--- src/rtl/mm_pkg.sv ---
// Shared widths for the radix-2^16 Montgomery multiplication datapath.
package mm_pkg;

    localparam int WORD_W      = 16;
    localparam int CARRY_W     = 18;
    localparam int MM_PIPE_LAT = 3;

    // Widths of the partial sum S = A*B + D and of T = S + q*M + Cin.
    localparam int SUM_W = 2 * WORD_W + 1;
    localparam int T_W   = WORD_W + CARRY_W;

endpackage : mm_pkg

--- src/rtl/mm_mul16.sv ---
// Unsigned 16x16 multiplier, kept as its own module so each product maps onto a DSP block.
module mm_mul16
    import mm_pkg::*;
#(
    parameter int OUT_W = 2 * WORD_W
) (
    input  logic [WORD_W-1:0] i_a,
    input  logic [WORD_W-1:0] i_b,
    output logic [OUT_W-1:0]  o_p
);

    // A narrower OUT_W gives the product modulo 2^OUT_W directly.
    assign o_p = OUT_W'(i_a) * OUT_W'(i_b);

endmodule : mm_mul16

--- src/rtl/mm_radix16_pipe.sv ---
// Word-serial Montgomery processing element: three-stage pipeline computing
// D_o = (A*B + D + q*M + carry) mod 2^16, with q derived and latched on init words.
module mm_radix16_pipe
    import mm_pkg::*;
(
    input  logic              clk,
    input  logic              rst,
    input  logic              ce,
    input  logic              init,
    input  logic [WORD_W-1:0] A,
    input  logic [WORD_W-1:0] B,
    input  logic [WORD_W-1:0] M,
    input  logic [WORD_W-1:0] M0,
    input  logic [WORD_W-1:0] D,
    output logic [WORD_W-1:0] D_o
);

    logic [2*WORD_W-1:0] w_ab;
    logic [WORD_W-1:0]   w_qNext;
    logic [2*WORD_W-1:0] w_qm;
    logic [CARRY_W-1:0]  w_cin;
    logic [T_W-1:0]      w_t;

    logic [SUM_W-1:0]    r_s1;
    logic [WORD_W-1:0]   r_m1;
    logic [WORD_W-1:0]   r_m0;
    logic                r_init1;

    logic [SUM_W-1:0]    r_s2;
    logic [WORD_W-1:0]   r_m2;
    logic                r_init2;
    logic [WORD_W-1:0]   r_q;

    logic [CARRY_W-1:0]  r_c;
    logic [WORD_W-1:0]   r_do;

    mm_mul16 u_mulAB (
        .i_a (A),
        .i_b (B),
        .o_p (w_ab)
    );

    mm_mul16 #(.OUT_W(WORD_W)) u_mulQ (
        .i_a (r_s1[WORD_W-1:0]),
        .i_b (r_m0),
        .o_p (w_qNext)
    );

    mm_mul16 u_mulQM (
        .i_a (r_q),
        .i_b (r_m2),
        .o_p (w_qm)
    );

    // An init word in stage 3 starts a fresh row, so it ignores the stored carry.
    assign w_cin = r_init2 ? '0 : r_c;
    assign w_t   = T_W'(r_s2) + T_W'(w_qm) + T_W'(w_cin);

    always_ff @(posedge clk or posedge rst) begin
        if (rst) begin
            r_s1    <= '0;
            r_m1    <= '0;
            r_m0    <= '0;
            r_init1 <= 1'b0;
        end else if (ce) begin
            r_s1    <= SUM_W'(w_ab) + SUM_W'(D);
            r_m1    <= M;
            r_m0    <= M0;
            r_init1 <= init;
        end
    end

    // q is loaded one edge before the init word reaches stage 3, so it sees the new value.
    always_ff @(posedge clk or posedge rst) begin
        if (rst) begin
            r_s2    <= '0;
            r_m2    <= '0;
            r_init2 <= 1'b0;
            r_q     <= '0;
        end else if (ce) begin
            r_s2    <= r_s1;
            r_m2    <= r_m1;
            r_init2 <= r_init1;
            if (r_init1) begin
                r_q <= w_qNext;
            end
        end
    end

    always_ff @(posedge clk or posedge rst) begin
        if (rst) begin
            r_c  <= '0;
            r_do <= '0;
        end else if (ce) begin
            r_c  <= w_t[T_W-1:WORD_W];
            r_do <= w_t[WORD_W-1:0];
        end
    end

    assign D_o = r_do;

endmodule : mm_radix16_pipe

--- config.mk ---
export PLATFORM = sky130hd
export DESIGN_NAME = mm_radix16_pipe
export DESIGN_NICKNAME = d
export VERILOG_FILES = /design/src/rtl/mm_pkg.sv /design/src/rtl/mm_mul16.sv /design/src/rtl/mm_radix16_pipe.sv
export SDC_FILE = /design/constraint.sdc
export NUM_CORES = 2
export LEC_CHECK = 0
export ABC_CLOCK_PERIOD_IN_PS = 9200
export CORE_MARGIN = 2
export CORE_UTILIZATION = 45
export DETAILED_ROUTE_END_ITERATION = 12
export HOLD_SLACK_MARGIN = 0.15
export PLACE_DENSITY_LB_ADDON = 0.08
export SLEW_MARGIN = 40
export SYNTH_ARGS = -nofsm -noshare
export SYNTH_HDL_FRONTEND = slang
export SYNTH_SLANG_ARGS = --single-unit
--- constraint.sdc ---
create_clock -name clk -period 9.2 [get_ports clk]
set_input_delay 1.84 -clock clk [delete_from_list [all_inputs] [get_ports clk]]
set_output_delay 1.84 -clock clk [all_outputs]
set_load 0.01 [all_outputs]
==> results.json <==
{
  "die_area_um2": 66400,
  "avgSynthCellArea_um2": 9.37,
  "final_nets": 3988,
  "path_delay_family": "adder cells",
  "endpoint_kind": "flip-flop",
  "worst_pin_slew_ns": 0.838,
  "path_max_fanout": 16,
  "worstPathArrival_ns": 8.49,
  "clkTransAtPathRegs_ns": 0.08,
  "worst-setup-path-type": "in2reg",
  "drtIter0Drc": 878,
  "die_h_um": 258,
  "synth-async-reset-ratio_pct": 100,
  "hold_viol": 0,
  "antenna_found_initial": 0,
  "cts_buffers": 17,
  "diodes": 0,
  "ctsLongestPathBuffers": 2,
  "synth-compound-area-share_pct": 5.52,
  "tritoncts": "done",
  "synth_mux_area_share_pct": 4.40,
  "status": "finished, final reports clean",
  "synth_top_area_share_pct": 37.1,
  "synth_top_family_by_area": "adder cells",
  "syn_inst": 3089,
  "yosysMostFrequentCell": "inv_1",
  "cts_resized": 0,
  "root_buffer": "clkbuf_16",
  "synth_edf_count": 0,
  "postCtsSetupBuffers": 0,
  "ys.flop_type": "dfrtp_1",
  "htree_num_levels": 4,
  "fin_ws_ns": 1.08,
  "wire_per_inst_um": 17.8,
  "worst_path_max_delay_cell": "clkdlybuf4s50_1",
  "ys_types": 63,
  "antenna_left": 0,
  "hold_buffers": 0,
  "synth-warning-count": 0,
  "grt_start_max_net_pins": 76,
  "synth_xor_xnor_area_share_pct": 2.54,
  "post-route-util_pct": 49.4,
  "critPathLaunchType": "input port",
  "syn2layout_area_growth_pct": 8.00,
  "rsz0062_at_grt": "no",
  "crit_top_cell": "fa_1",
  "syn-cell-area_um2": 28900,
  "via_per_inst": 5.06,
  "period_share_pct": 88.2,
  "min_period_ns": 8.12,
  "place_ws_ns": 0.576,
  "port_buffers": 99,
  "worstSkewPairLatency_ns": 0.49,
  "synth.largest_area_cell": "fa_1",
  "synth_nets": 3971,
  "vias": 20100,
  "crit_buf_inv": 5,
  "start_util_pct": 45.7,
  "synthSimpleGateAreaFrac_pct": 13.7,
  "synth_seq_cells": 166,
  "grt_pass1_vias": 22000,
  "clock_skew_ns": 0.0221,
  "globalRouteTotalUtil_pct": 22.4,
  "crit_required_ns": 9.57,
  "drt-total-wl_um": 70600,
  "grt.overflow.total": 0,
  "slew_headroom_pct": 44.1,
  "critical_path.cell_chain": "clkdlybuf4s50_1 -> and2_1 -> fa_1 -> inv_1 -> fa_1 -> fa_1 -> inv_1 -> fa_1 -> fa_1 -> inv_1 -> fa_1 -> inv_1 -> ha_1 -> a21o_1 -> a21o_1 -> a211oi_1 -> a21oi_1 -> o211ai_1 -> a21oi_1 -> xor2_1 -> mux2_2",
  "layout-drive-gt1-share_pct": 5.74,
  "fp.dieW_um": 258,
  "first_pass_iters": 5,
  "synth_fa_ha_area_share_pct": 48.4,
  "maxCapViolations": 0,
  "synth_area_leaders": "fa_1 37%, dfrtp_1 14%, ha_1 11%",
  "numClockSinks": 166,
  "critical-path-max-stage-delay_ns": 0.78,
  "dpl.hpwl_um": 57900,
  "coreArea_um2": 63300,
  "ios": 100,
  "min_path_type": "reg2reg",
  "gp_congestion": 0.874,
  "max_freq_mhz": 123,
  "grt_pass1_wl_um": 117000,
  "slew_violations": 0,
  "rows": 92,
  "holdWs_ns": 0.489,
  "synth_commonest_cells": "733 x inv_1, 536 x fa_1, 466 x nand2_1, 271 x and2_1, 262 x ha_1",
  "n_fill_cell": 6087,
  "final.setup.tns_ns": 0,
  "ys_seq_area_share_pct": 14.3,
  "setup_viol": 0,
  "remaining_drc_errors": 0
}
routing by layer:
metal,vias to the layer above,part of all wire [%],wire [µm],global-route usage (%)
met5,-,0,0,0
met4,0,2.2,1540,6.37
met3,76,3.3,2300,2.43
met2,371,50,35400,39.1
met1,10300,44,31400,29.5
li1,9290,-,-,-
cell type report:
class / count / area (µm²) / area share [%]
timing repair buffer: 114 / 1110 / 3.55
sequential: 166 / 4160 / 13.3
clock inverter: 15 / 156 / 0.500
inverter: 734 / 2760 / 8.83
tap: 846 / 1060 / 3.39
clock buffer: 17 / 425 / 1.36
multi-input combinational: 2073 / 21600 / 69.1
layout by cell type, fill, tap and decap left out, types with 35 or more instances in the layout:
| cell | count |
|---|---|
| inv_1 | 732 |
| fa_1 | 536 |
| nand2_1 | 465 |
| and2_1 | 271 |
| ha_1 | 262 |
| dfrtp_1 | 164 |
| mux2_2 | 113 |
| clkdlybuf4s50_1 | 98 |
| a21oi_1 | 61 |
| xnor2_1 | 56 |
| o21ai_0 | 41 |
| a21o_1 | 36 |
| nor2_1 | 35 |
worst reg2reg max path: stages, from the launching register on:
cell     delay (ns)
dfrtp_1        0.84
nand2_1        0.18
fa_1           0.57
inv_1          0.05
fa_1           0.51
inv_1          0.06
fa_1           0.53
inv_1          0.06
fa_1           0.40
fa_1           0.52
inv_1          0.05
fa_1           0.48
inv_1          0.07
ha_1           0.34
and3_1         0.22
a221o_1        0.34
a21oi_1        0.27
and3_1         0.23
a21oi_1        0.10
a31oi_1        0.25
xnor2_1        0.16
mux2_2         0.28
flip-flops by register name, indices dropped and copies added (netlist names):
register	flops
r_q	16
r_s1	33
r_s2	33
r_init2	1
D_o	16
r_m2	16
r_m1	16
r_m0	16
r_init1	1
r_c	18
cell families (layout without fill, tap and decap cells):
| group | after synthesis | in the layout |
|---|---|---|
| flip-flops | 166 | 166 |
| buffers and inverters | 850 | 880 |
| AND/OR/NAND/NOR | 840 | 840 |
| AO/OA/AOI/OAI | 238 | 238 |
| XOR/XNOR | 84 | 84 |
| multiplexers | 113 | 113 |
| adder cells (fa/ha/maj) | 798 | 798 |
path summary, 6_finish.rpt:
kind	slack [ns]	end	start	depth (start not counted)
worst max register to register	2.60	r_c[13]	r_m2[7]	21
min in group asynchronous	1.80	r_s1[0]	rst	2
worst max-delay path	1.08	r_s1[28]	A[8]	21
max in group asynchronous	6.16	r_s2[16]	rst	3
worst min-delay path	0.49	r_s1[16]	r_s1[16]	2
worst min register to register	0.49	r_s1[16]	r_s1[16]	2
stage by stage:
step,instance area [µm²],std cells
after floorplan,28900,3089
after global placement,30700,3932
after detailed placement,30700,3932
after CTS,31300,3964
after global routing,31300,3965
final,31300,3965
Power is not shown: default switching activity piles up to over one toggle a cycle in this logic, so the estimate is an artifact.
